$ cat config.mk
export PLATFORM = sky130hd
export DESIGN_NAME = lstm_seq_ctrl_flat
export DESIGN_NICKNAME = d
export VERILOG_FILES = /design/src/rtl/lstm_pkg.sv /design/src/rtl/lstm_seq_ctrl_if.sv /design/src/rtl/lstm_seq_ctrl.sv /design/src/flat_wrapper.sv
export SDC_FILE = /design/constraint.sdc
export NUM_CORES = 1
export LEC_CHECK = 0
export ABC_CLOCK_PERIOD_IN_PS = 2050
export CORE_AREA = 2 2 333 335
export CTS_CLUSTER_DIAMETER = 120
export CTS_CLUSTER_SIZE = 28
export DETAILED_ROUTE_END_ITERATION = 10
export DIE_AREA = 0 0 335 337
export PLACE_DENSITY = 0.34
export SLEW_MARGIN = 5
export SYNTH_ARGS = -nofsm -noshare
export SYNTH_HDL_FRONTEND = slang
export SYNTH_SLANG_ARGS = --single-unit
$ cat constraint.sdc
create_clock -name clk -period 2.05 [get_ports clk]
set_input_delay 0.3075 -clock clk [delete_from_list [all_inputs] [get_ports clk]]
set_output_delay 0.3075 -clock clk [all_outputs]
set_load 0.02 [all_outputs]
$ cat src/rtl/lstm_pkg.sv
// rtl/lstm_pkg.sv - shared LSTM word sizes, controller states and bus helpers
package lstm_pkg;

  localparam int DATA_WIDTH = 32;
  localparam int UNITS      = 4;

  typedef enum logic [1:0] {
    IDLE   = 2'd0,
    WAIT_X = 2'd1,
    SETTLE = 2'd2,
    OUTPUT = 2'd3
  } state_t;

  typedef logic [DATA_WIDTH-1:0]       word_t;
  typedef logic [UNITS*DATA_WIDTH-1:0] units_bus_t;

  // Unit 0 occupies the least significant word of a units bus.
  function automatic word_t unit_of(input units_bus_t bus, input int idx);
    return bus[idx*DATA_WIDTH +: DATA_WIDTH];
  endfunction

  function automatic units_bus_t splat(input word_t w);
    units_bus_t bus;
    bus = '0;
    for (int i = 0; i < UNITS; i++) bus[i*DATA_WIDTH +: DATA_WIDTH] = w;
    return bus;
  endfunction

endpackage

$ cat src/rtl/lstm_seq_ctrl_if.sv
// rtl/lstm_seq_ctrl_if.sv - sample input and final-state output handshakes
interface lstm_seq_ctrl_if #(
  parameter int DATA_WIDTH = lstm_pkg::DATA_WIDTH,
  parameter int UNITS      = lstm_pkg::UNITS
);
  logic                        x_valid;
  logic                        x_ready;
  logic [DATA_WIDTH-1:0]       x_data;
  logic                        h_valid;
  logic                        h_ready;
  logic [UNITS*DATA_WIDTH-1:0] h_out;
  logic [UNITS*DATA_WIDTH-1:0] c_out;

  modport master (
    output x_valid, x_data, h_ready,
    input  x_ready, h_valid, h_out, c_out
  );

  modport slave (
    input  x_valid, x_data, h_ready,
    output x_ready, h_valid, h_out, c_out
  );
endinterface

$ cat src/rtl/lstm_seq_ctrl.sv
// rtl/lstm_seq_ctrl.sv - steps a combinational LSTM cell over a sample sequence,
// holding the recurrent ht/ct state between timesteps
module lstm_seq_ctrl #(
  parameter int DATA_WIDTH    = lstm_pkg::DATA_WIDTH,
  parameter int UNITS         = lstm_pkg::UNITS,
  parameter int SEQ_LEN_MAX   = 64,
  parameter int SETTLE_CYCLES = 4,
  parameter int LEN_W         = $clog2(SEQ_LEN_MAX + 1)
) (
  input  logic                        clk,
  input  logic                        rst,
  input  logic                        start,
  input  logic                        abort,
  input  logic [LEN_W-1:0]            seq_len,
  lstm_seq_ctrl_if.slave              io,
  output logic [DATA_WIDTH-1:0]       cell_xt,
  output logic [UNITS*DATA_WIDTH-1:0] cell_ht_prev,
  output logic [UNITS*DATA_WIDTH-1:0] cell_ct_prev,
  input  logic [UNITS*DATA_WIDTH-1:0] cell_ht,
  input  logic [UNITS*DATA_WIDTH-1:0] cell_ct,
  output logic                        busy,
  output logic                        done,
  output logic [LEN_W-1:0]            step
);
  import lstm_pkg::*;

  localparam int                 CNT_W    = $clog2(SETTLE_CYCLES + 1);
  localparam logic [CNT_W-1:0]   CNT_LOAD = CNT_W'(SETTLE_CYCLES - 1);
  localparam logic [LEN_W-1:0]   LEN_MAX  = LEN_W'(SEQ_LEN_MAX);

  state_t                      state, state_nxt;
  logic [LEN_W-1:0]            len_reg, step_reg, step_next;
  logic [CNT_W-1:0]            cnt;
  logic [DATA_WIDTH-1:0]       xt_reg;
  logic [UNITS*DATA_WIDTH-1:0] ht_reg, ct_reg;
  logic                        done_reg;
  logic                        do_clear, do_accept, do_capture, do_done;

  assign step_next = step_reg + LEN_W'(1);

  // Abort wins over every other transition; it also suppresses capture and done.
  always_comb begin
    state_nxt  = state;
    do_clear   = 1'b0;
    do_accept  = 1'b0;
    do_capture = 1'b0;
    do_done    = 1'b0;
    if (abort && state != IDLE) begin
      state_nxt = IDLE;
    end else begin
      case (state)
        IDLE: begin
          if (start) begin
            if (seq_len == '0) begin
              do_done = 1'b1;
            end else begin
              do_clear  = 1'b1;
              state_nxt = WAIT_X;
            end
          end
        end
        WAIT_X: begin
          if (io.x_valid) begin
            do_accept = 1'b1;
            state_nxt = SETTLE;
          end
        end
        SETTLE: begin
          if (cnt == '0) begin
            do_capture = 1'b1;
            state_nxt  = (step_next == len_reg) ? OUTPUT : WAIT_X;
          end
        end
        OUTPUT: begin
          if (io.h_ready) begin
            do_done   = 1'b1;
            state_nxt = IDLE;
          end
        end
        default: state_nxt = IDLE;
      endcase
    end
  end

  always_ff @(posedge clk) begin
    if (rst) state <= IDLE;
    else     state <= state_nxt;
  end

  always_ff @(posedge clk) begin
    if (rst) begin
      len_reg  <= '0;
      step_reg <= '0;
      cnt      <= '0;
      xt_reg   <= '0;
      ht_reg   <= '0;
      ct_reg   <= '0;
      done_reg <= 1'b0;
    end else begin
      done_reg <= do_done;
      if (do_clear) begin
        len_reg  <= (seq_len > LEN_MAX) ? LEN_MAX : seq_len;
        step_reg <= '0;
        xt_reg   <= '0;
        ht_reg   <= '0;
        ct_reg   <= '0;
      end
      if (do_accept) begin
        xt_reg <= io.x_data;
        cnt    <= CNT_LOAD;
      end else if (state == SETTLE && cnt != '0) begin
        cnt <= cnt - CNT_W'(1);
      end
      if (do_capture) begin
        ht_reg   <= cell_ht;
        ct_reg   <= cell_ct;
        step_reg <= step_next;
      end
    end
  end

  // Cell inputs come only from registers so the cell sees a stable operand set.
  assign cell_xt      = xt_reg;
  assign cell_ht_prev = ht_reg;
  assign cell_ct_prev = ct_reg;
  assign io.h_out     = ht_reg;
  assign io.c_out     = ct_reg;
  assign io.x_ready   = (state == WAIT_X);
  assign io.h_valid   = (state == OUTPUT);
  assign busy         = (state != IDLE);
  assign done         = done_reg;
  assign step         = step_reg;

endmodule

$ cat src/flat_wrapper.sv
// flat-port wrapper written by rule: the top's interface ports become plain ports
module lstm_seq_ctrl_flat import lstm_pkg::*;
#(
  parameter int DATA_WIDTH    = lstm_pkg::DATA_WIDTH,
  parameter int UNITS         = lstm_pkg::UNITS,
  parameter int SEQ_LEN_MAX   = 64,
  parameter int SETTLE_CYCLES = 4,
  parameter int LEN_W         = $clog2(SEQ_LEN_MAX + 1)
)
  (clk, rst, start, abort, seq_len, cell_xt, cell_ht_prev, cell_ct_prev, cell_ht, cell_ct, busy, done, step, io_x_valid, io_x_data, io_h_ready, io_x_ready, io_h_valid, io_h_out, io_c_out);
  lstm_seq_ctrl_if #(.DATA_WIDTH(DATA_WIDTH), .UNITS(UNITS)) io_i ();
  input  logic clk;
  input  logic rst;
  input  logic start;
  input  logic abort;
  input  logic [LEN_W-1:0] seq_len;
  output logic [DATA_WIDTH-1:0] cell_xt;
  output logic [UNITS*DATA_WIDTH-1:0] cell_ht_prev;
  output logic [UNITS*DATA_WIDTH-1:0] cell_ct_prev;
  input  logic [UNITS*DATA_WIDTH-1:0] cell_ht;
  input  logic [UNITS*DATA_WIDTH-1:0] cell_ct;
  output logic busy;
  output logic done;
  output logic [LEN_W-1:0] step;
  input wire logic [$bits(io_i.x_valid)-1:0] io_x_valid;
  input wire logic [$bits(io_i.x_data)-1:0] io_x_data;
  input wire logic [$bits(io_i.h_ready)-1:0] io_h_ready;
  output wire logic [$bits(io_i.x_ready)-1:0] io_x_ready;
  output wire logic [$bits(io_i.h_valid)-1:0] io_h_valid;
  output wire logic [$bits(io_i.h_out)-1:0] io_h_out;
  output wire logic [$bits(io_i.c_out)-1:0] io_c_out;
  assign io_i.x_valid = io_x_valid;
  assign io_i.x_data = io_x_data;
  assign io_i.h_ready = io_h_ready;
  assign io_x_ready = io_i.x_ready;
  assign io_h_valid = io_i.h_valid;
  assign io_h_out = io_i.h_out;
  assign io_c_out = io_i.c_out;
  lstm_seq_ctrl #(.DATA_WIDTH(DATA_WIDTH), .UNITS(UNITS), .SEQ_LEN_MAX(SEQ_LEN_MAX), .SETTLE_CYCLES(SETTLE_CYCLES), .LEN_W(LEN_W)) u_core (.clk(clk), .rst(rst), .start(start), .abort(abort), .seq_len(seq_len), .io(io_i), .cell_xt(cell_xt), .cell_ht_prev(cell_ht_prev), .cell_ct_prev(cell_ct_prev), .cell_ht(cell_ht), .cell_ct(cell_ct), .busy(busy), .done(done), .step(step));
endmodule
==> results.toml, run 1 <==
[timing]
final_worst_path_period_share_pct = 96.0
max_freq_ghz = 0.508
holdWs_ns = 0.0780
worstMarginPinSlew_ns = 0.489
clock-skew-final_ns = 0.0271
grt_setup_unrepaired = "false"
final-max-slew-violation-count = 0
slew_headroom_pct = 67.4
hold_viol_final = 0
setup-violations-final = 0
min_period_ns = 1.97

[setup_path]
critPathBufInv = 1
setup_crit_end_kind = "primary output"
crit_slowest_cell = "clkdlybuf4s50_1"
crit_path_max_incr_delay_ns = 0.65
crit_path_cell_trace = "clkdlybuf4s50_1"
cpLargestDelayFamily = "buffers and inverters"
path_class = "reg2out"
worst-path-max-fanout = 3
timing.rr.start = "u_core.state[1]"
crit_required_ns = 1.74
cp-startpoint = "u_core.cell_ht_prev[8]"
worstPathArrival_ns = 1.66
worst_setup_path_start_kind = "flop"

[placement]
dpl.hpwl_um = 47000
number_of_i_o_port_buffers = 855
gp_routability_congestion = 0.747

[finish]
layout_net_count = 2273
layout.core_utilization_pct = 20.0
area_growth_pct = 72.7
drive_gt1_share_pct = 6.44
fill_cells = 12100

[power_and_ir_drop]
power.sequential.fraction_pct = 38.6
power_per_cell_area_mw_per_mm2 = 822
clockPowerShare_pct = 22.6
p_comb_share_pct = 38.8
max-vdd-ir-drop_mv = 0.414
power_report.internal_total_w = 0.0113
total_switching_power_w = 0.00667
p_leak_nw = 7.88
p_sw_share_pct = 37.1

[floorplanning]
design.die.area_mm2 = 0.113
top_level_ports = 856
core_mm2 = 0.110
start_util_pct = 11.6
num_rows = 122
die-height_um = 337
die_x_um = 335

[synthesis]
ys_seq_area_share_pct = 48.6
synth.distinct_cells = 39
yosys-mux-area-fraction_pct = 0.0789
synth_xor_area_share_pct = 0.690
synth-compound-area-share_pct = 18.6
syn-instance-count = 1365
combinational_family_with_the_most_area_after_synthesis = "buffers and inverters"
ys_seq_elements = 308
synth_warnings = 0
post_synthesis_instance_area_mm2 = 0.0127
share_of_synthesized_cell_area_in_and_or_nand_and_nor_gates_pct = 11.7
syn-mean-instance-area_um2 = 9.29
syn-num-nets = 1673
synth_adder_area_share_pct = 0.690

[global_routing]
leftover_overflow_at_the_end_of_global_routing = 0
grt_first_pass_wirelength_um = 84700
grt_start_max_net_pins = 85
grt_pass1_vias = 12100
groute.usage.overall_pct = 9.98
initial_antenna_violation_count = 6

[detailed_routing]
detail_route.first_pass.iterations = 4
detailedRoute.firstIterationViolations = 430
routed_wl_um = 60600
via_per_inst = 3.50
antenna_left = 0
post_drt_wl_per_cell_um = 17.8
remaining_drc_errors = 0
routed-via-count = 11900

[cts]
cts_buffer_depth = 3
post_cts_hold_buffer_count = 0
cts_root_buf = "clkbuf_16"
clk_transition_reported_paths_ns = 0.12
clock_sinks = 308
tritoncts = "yes"
clock_tree.htree_level_count = 1
worstSkewPairLatency_ns = 0.58
tritoncts.num_buffers = 17

[job]
cap_violations = 0

[run_status]
run_status = "completed"

[min_path]
min-delay-path-class = "in2reg"
hold_path.startpoint = "rst"
-- kinds of logic after synthesis --
| logic type | count (synthesis) |
|---|---|
| buffers and inverters | 363 |
| and+or+nand+nor | 358 |
| AOI/OAI and AO/OA | 318 |
| DFF | 308 |
| xor gates and xnor gates | 10 |
| adders and majority gates | 7 |
| muxes | 1 |
-- power groups by stage --
| stage | clock network, W | logic (W) | registers (W) |
|---|---|---|---|
| finish | 0.00406 | 0.00699 | 0.00695 |
| global route | 0.00456 | 0.00752 | 0.00702 |
| CTS | 0.00440 | 0.00713 | 0.00698 |
| detailed placement | 0 | 0.00709 | 0.00710 |
| global placement | 0 | 0.00709 | 0.00710 |
| floorplan | 0 | 0.00343 | 0.00746 |
-- cell type report --
class                           count  area (um^2)  area share, %
Timing Repair Buffer              937         9340           42.6
Sequential cell                   308         6170           28.2
Multi-Input combinational cell    694         4060           18.5
Tap cell                         1426         1780           8.14
Clock buffer                       17          425           1.94
Clock inverter                      9          106          0.485
Inverter                            7         26.3          0.120
Antenna cell                        1         2.50         0.0114
-- per-layer routing --
metal	global-route usage [%]	vias up	routed length, um
met4	2.71	2	1520
met1	11.1	5767	22800
met2	18.9	438	32600
met3	2.33	42	3590
li1	-	5639	-
met5	0	-	13
-- stage by stage --
stage	worst slack [ns]	total power (W)	cell area, um^2	TNS, ns	instances
floorplan	0.164	0.0109	12700	0	1365
global placement	-0.266	0.0142	21400	-29.54	3370
detailed placement	-0.248	0.0142	21400	-31.10	3370
CTS	0.00148	0.0185	21900	0	3398
global route	0.00126	0.0191	21900	0	3399
finish	0.0814	0.0180	21900	0	3399
-- cell usage in the layout, fill, tap and decap left out, drive strengths merged, types with 3 or more instances in the layout --
master / count
clkdlybuf4s50: 780
nor2: 310
dfxtp: 308
a22oi: 289
buf: 84
dlygate4sd2: 58
clkbuf: 17
a21oi: 14
dlymetal6s2s: 13
nor3: 13
inv: 12
nand2: 9
xnor2: 7
o21ai: 7
ha: 7
nand3: 6
and3: 5
nor3b: 4
xor2: 3
nand2b: 3
clkinv: 3
-- path summary, 6_finish.rpt --
path / slack [ns] / to / depth (start not counted)
min: 0.08 / u_core.cell_xt[8] / 2
max: 0.08 / cell_ht_prev[8] / 1
max reg2reg: 0.16 / u_core.cell_ht_prev[11] / 8
min reg2reg: 0.50 / u_core.len_reg[0] / 2
-- Yosys cell counts --
master	instances	area share, %
nor2_1	309	9.1
nor3_2	2	0.16
or4_1	1	0.059
buf_4	284	17
buf_1	3	0.089
a22oi_1	289	17
o41ai_2	1	0.13
o21ai_0	6	0.24
a211oi_1	2	0.12
buf_2	32	1.3
xnor2_1	7	0.48
and3_1	5	0.25
inv_1	7	0.21
nand2b_1	2	0.099
nor2_8	1	0.16
o22ai_1	1	0.049
nor2b_1	2	0.099
o2bb2a_1	1	0.079
nor3b_1	4	0.24
clkbuf_1	34	1.0
and2_1	1	0.049
a21oi_4	1	0.13
xor2_1	3	0.21
nor4_4	1	0.17
dfxtp_1	308	49
a21oi_1	13	0.51
a31oi_1	1	0.049
mux2i_1	1	0.079
ha_1	7	0.69
nand4_1	1	0.049
nand2_1	9	0.27
nor3_1	10	0.39
a311oi_1	2	0.14
buf_6	3	0.27
nor3_4	1	0.13
nand3b_1	2	0.12
nand2b_4	1	0.11
o21ai_1	1	0.039
nand3_1	6	0.24
-- timing repair --
item                                    in CTS  in global routing
gates resized for setup                     77                 13
cloned                                       1                  0
buffers inserted                             1                  0
endpoints found under the setup margin     302                 13
No activity file was read; power rests on OpenSTA's default activity.
==> inputs of run 2 (changes only) <==
--- a/config.mk
+++ b/config.mk
@@ -5,10 +5,10 @@
 export SDC_FILE = /design/constraint.sdc
 export NUM_CORES = 1
 export LEC_CHECK = 0
+export ABC_AREA = 0
 export ABC_CLOCK_PERIOD_IN_PS = 2050
 export CORE_AREA = 2 2 333 335
 export CTS_CLUSTER_DIAMETER = 120
-export CTS_CLUSTER_SIZE = 28
 export DETAILED_ROUTE_END_ITERATION = 10
 export DIE_AREA = 0 0 335 337
 export PLACE_DENSITY = 0.34
==> run 2 against run 1 <==
- clock power grew 74%
- sequential power about the same
- flip-flop and latch count stayed put
- critical path type unchanged
- worst hold slack gained 0.022 ns
- die area unchanged
==> results.toml, run 2 (synthesis gave the netlist of run 1 again) <==
[power_and_ir_drop]
max-vdd-ir-drop_mv = 0.458
power_per_cell_area_mw_per_mm2 = 928
p_comb_share_pct = 33.3
power.sequential.fraction_pct = 33.1
p_sw_share_pct = 33.7
p_leak_nw = 8.08
clockPowerShare_pct = 33.6
total_switching_power_w = 0.00709
power_report.internal_total_w = 0.0139

[setup_path]
crit_slowest_cell = "clkdlybuf4s50_1"
cpLargestDelayFamily = "buffers and inverters"
worstPathArrival_ns = 1.66
crit_path_cell_trace = "clkdlybuf4s50_1"
crit_required_ns = 1.74
worst_setup_path_start_kind = "flop"
worst-path-max-fanout = 3
crit_path_max_incr_delay_ns = 0.65
path_class = "reg2out"
critPathBufInv = 1
setup_crit_end_kind = "primary output"

[finish]
most-common-layout-cells = "clkdlybuf4s50_1, nor2_1, dfxtp_1"
area_growth_pct = 78.6
final-seq-area_mm2 = 0.00617
final-instance-count-excl-fill = 3442
mostFrequentLayoutCell = "clkdlybuf4s50_1"
fill_cells = 12100
footprint_of_the_multi_input_gates_mm2 = 0.00406
drive_gt1_share_pct = 7.94
layout.core_utilization_pct = 20.7
layout_net_count = 2296

[floorplanning]
num_rows = 122
core_mm2 = 0.110
die-height_um = 337
die_x_um = 335
design.die.area_mm2 = 0.113
top_level_ports = 856
start_util_pct = 11.6

[placement]
place_inst = 3370
dpl.hpwl_um = 47000
place_ws_ns = -0.248
gp_routability_congestion = 0.747
number_of_i_o_port_buffers = 855

[detailed_routing]
post_drt_wl_per_cell_um = 17.8
via_per_inst = 3.52
routed_wl_um = 61200
antenna_left = 0
dr_wl_met2_um = 32700
met1Wirelength_um = 22800
route.top_layer_used = "met5"
remaining_drc_errors = 0
detail_route.first_pass.iterations = 4
detailedRoute.firstIterationViolations = 432
routed-via-count = 12100
met3_length_um = 3870

[run_status]
run_status = "completed"

[timing]
worstMarginPinSlew_ns = 0.480
hold_viol_final = 0
min_period_ns = 1.97
final_worst_path_period_share_pct = 95.9
slew_headroom_pct = 68.0
holdWs_ns = 0.100
final-max-slew-violation-count = 0
timing.final.ws_setup_ns = 0.0846
grt_setup_unrepaired = "false"
clock-skew-final_ns = 0.0184
max_freq_ghz = 0.509
setup-violations-final = 0

[cts]
clock_tree.htree_level_count = 2
clock_sinks = 308
post_cts_hold_buffer_count = 0
tritoncts.num_buffers = 40
worstSkewPairLatency_ns = 0.58
cts_root_buf = "clkbuf_16"
tritoncts = "yes"
clk_transition_reported_paths_ns = 0.05
cts_buffer_depth = 3

[global_routing]
groute.usage.overall_pct = 10.1
leftover_overflow_at_the_end_of_global_routing = 0
initial_antenna_violation_count = 6
grt_pass1_vias = 12400
grt_start_max_net_pins = 85
grt_first_pass_wirelength_um = 85000

[job]
cap_violations = 0

[min_path]
min-delay-path-class = "in2reg"
[run 2: per-layer routing]
metal	GRT usage, %	up-vias
met5	0	-
li1	-	5710
met4	3.85	2
met2	18.8	464
met1	10.9	5878
met3	2.62	77
[run 2: power groups by stage]
stage	clock network (W)	logic, W	registers [W]
global placement	0	0.00709	0.00710
finish	0.00705	0.00700	0.00696
CTS	0.00744	0.00709	0.00698
floorplan	0	0.00343	0.00746
global route	0.00762	0.00753	0.00702
detailed placement	0	0.00709	0.00710
[run 2: layout make-up]
| cell class | count | share of cell area [%] |
|---|---|---|
| Antenna cell | 1 | 0.0110 |
| Clock buffer | 56 | 5.00 |
| Clock inverter | 13 | 0.674 |
| Inverter | 7 | 0.116 |
| Multi-Input combinational cell | 694 | 17.9 |
| Sequential cell | 308 | 27.2 |
| Tap cell | 1426 | 7.88 |
| Timing Repair Buffer | 937 | 41.2 |
[run 2: what timing repair did]
item | CTS | global route
gates cloned | 0 | 1
gates resized for setup | 65 | 8
buffers inserted | 0 | 1
endpoints found under the setup margin | 272 | 9
[run 2: worst paths after layout]
check / from / to / slack, ns / depth (start not counted)
worst max-delay path: u_core.cell_ht_prev[124] / cell_ht_prev[124] / 0.08 / 1
worst min-delay path: rst / u_core.cell_xt[8] / 0.10 / 2
worst max register to register: u_core.state[1] / u_core.cell_ct_prev[35] / 0.16 / 9
worst min register to register: u_core.cell_xt[8] / u_core.cell_xt[8] / 0.50 / 2
[run 2: stage by stage]
step | TNS [ns] | power (W) | instance area (um^2)
after floorplan | 0 | 0.0109 | 12700
after global placement | -29.54 | 0.0142 | 21400
after detailed placement | -31.10 | 0.0142 | 21400
after CTS | 0 | 0.0215 | 22600
after global routing | 0 | 0.0222 | 22700
final | 0 | 0.0210 | 22700
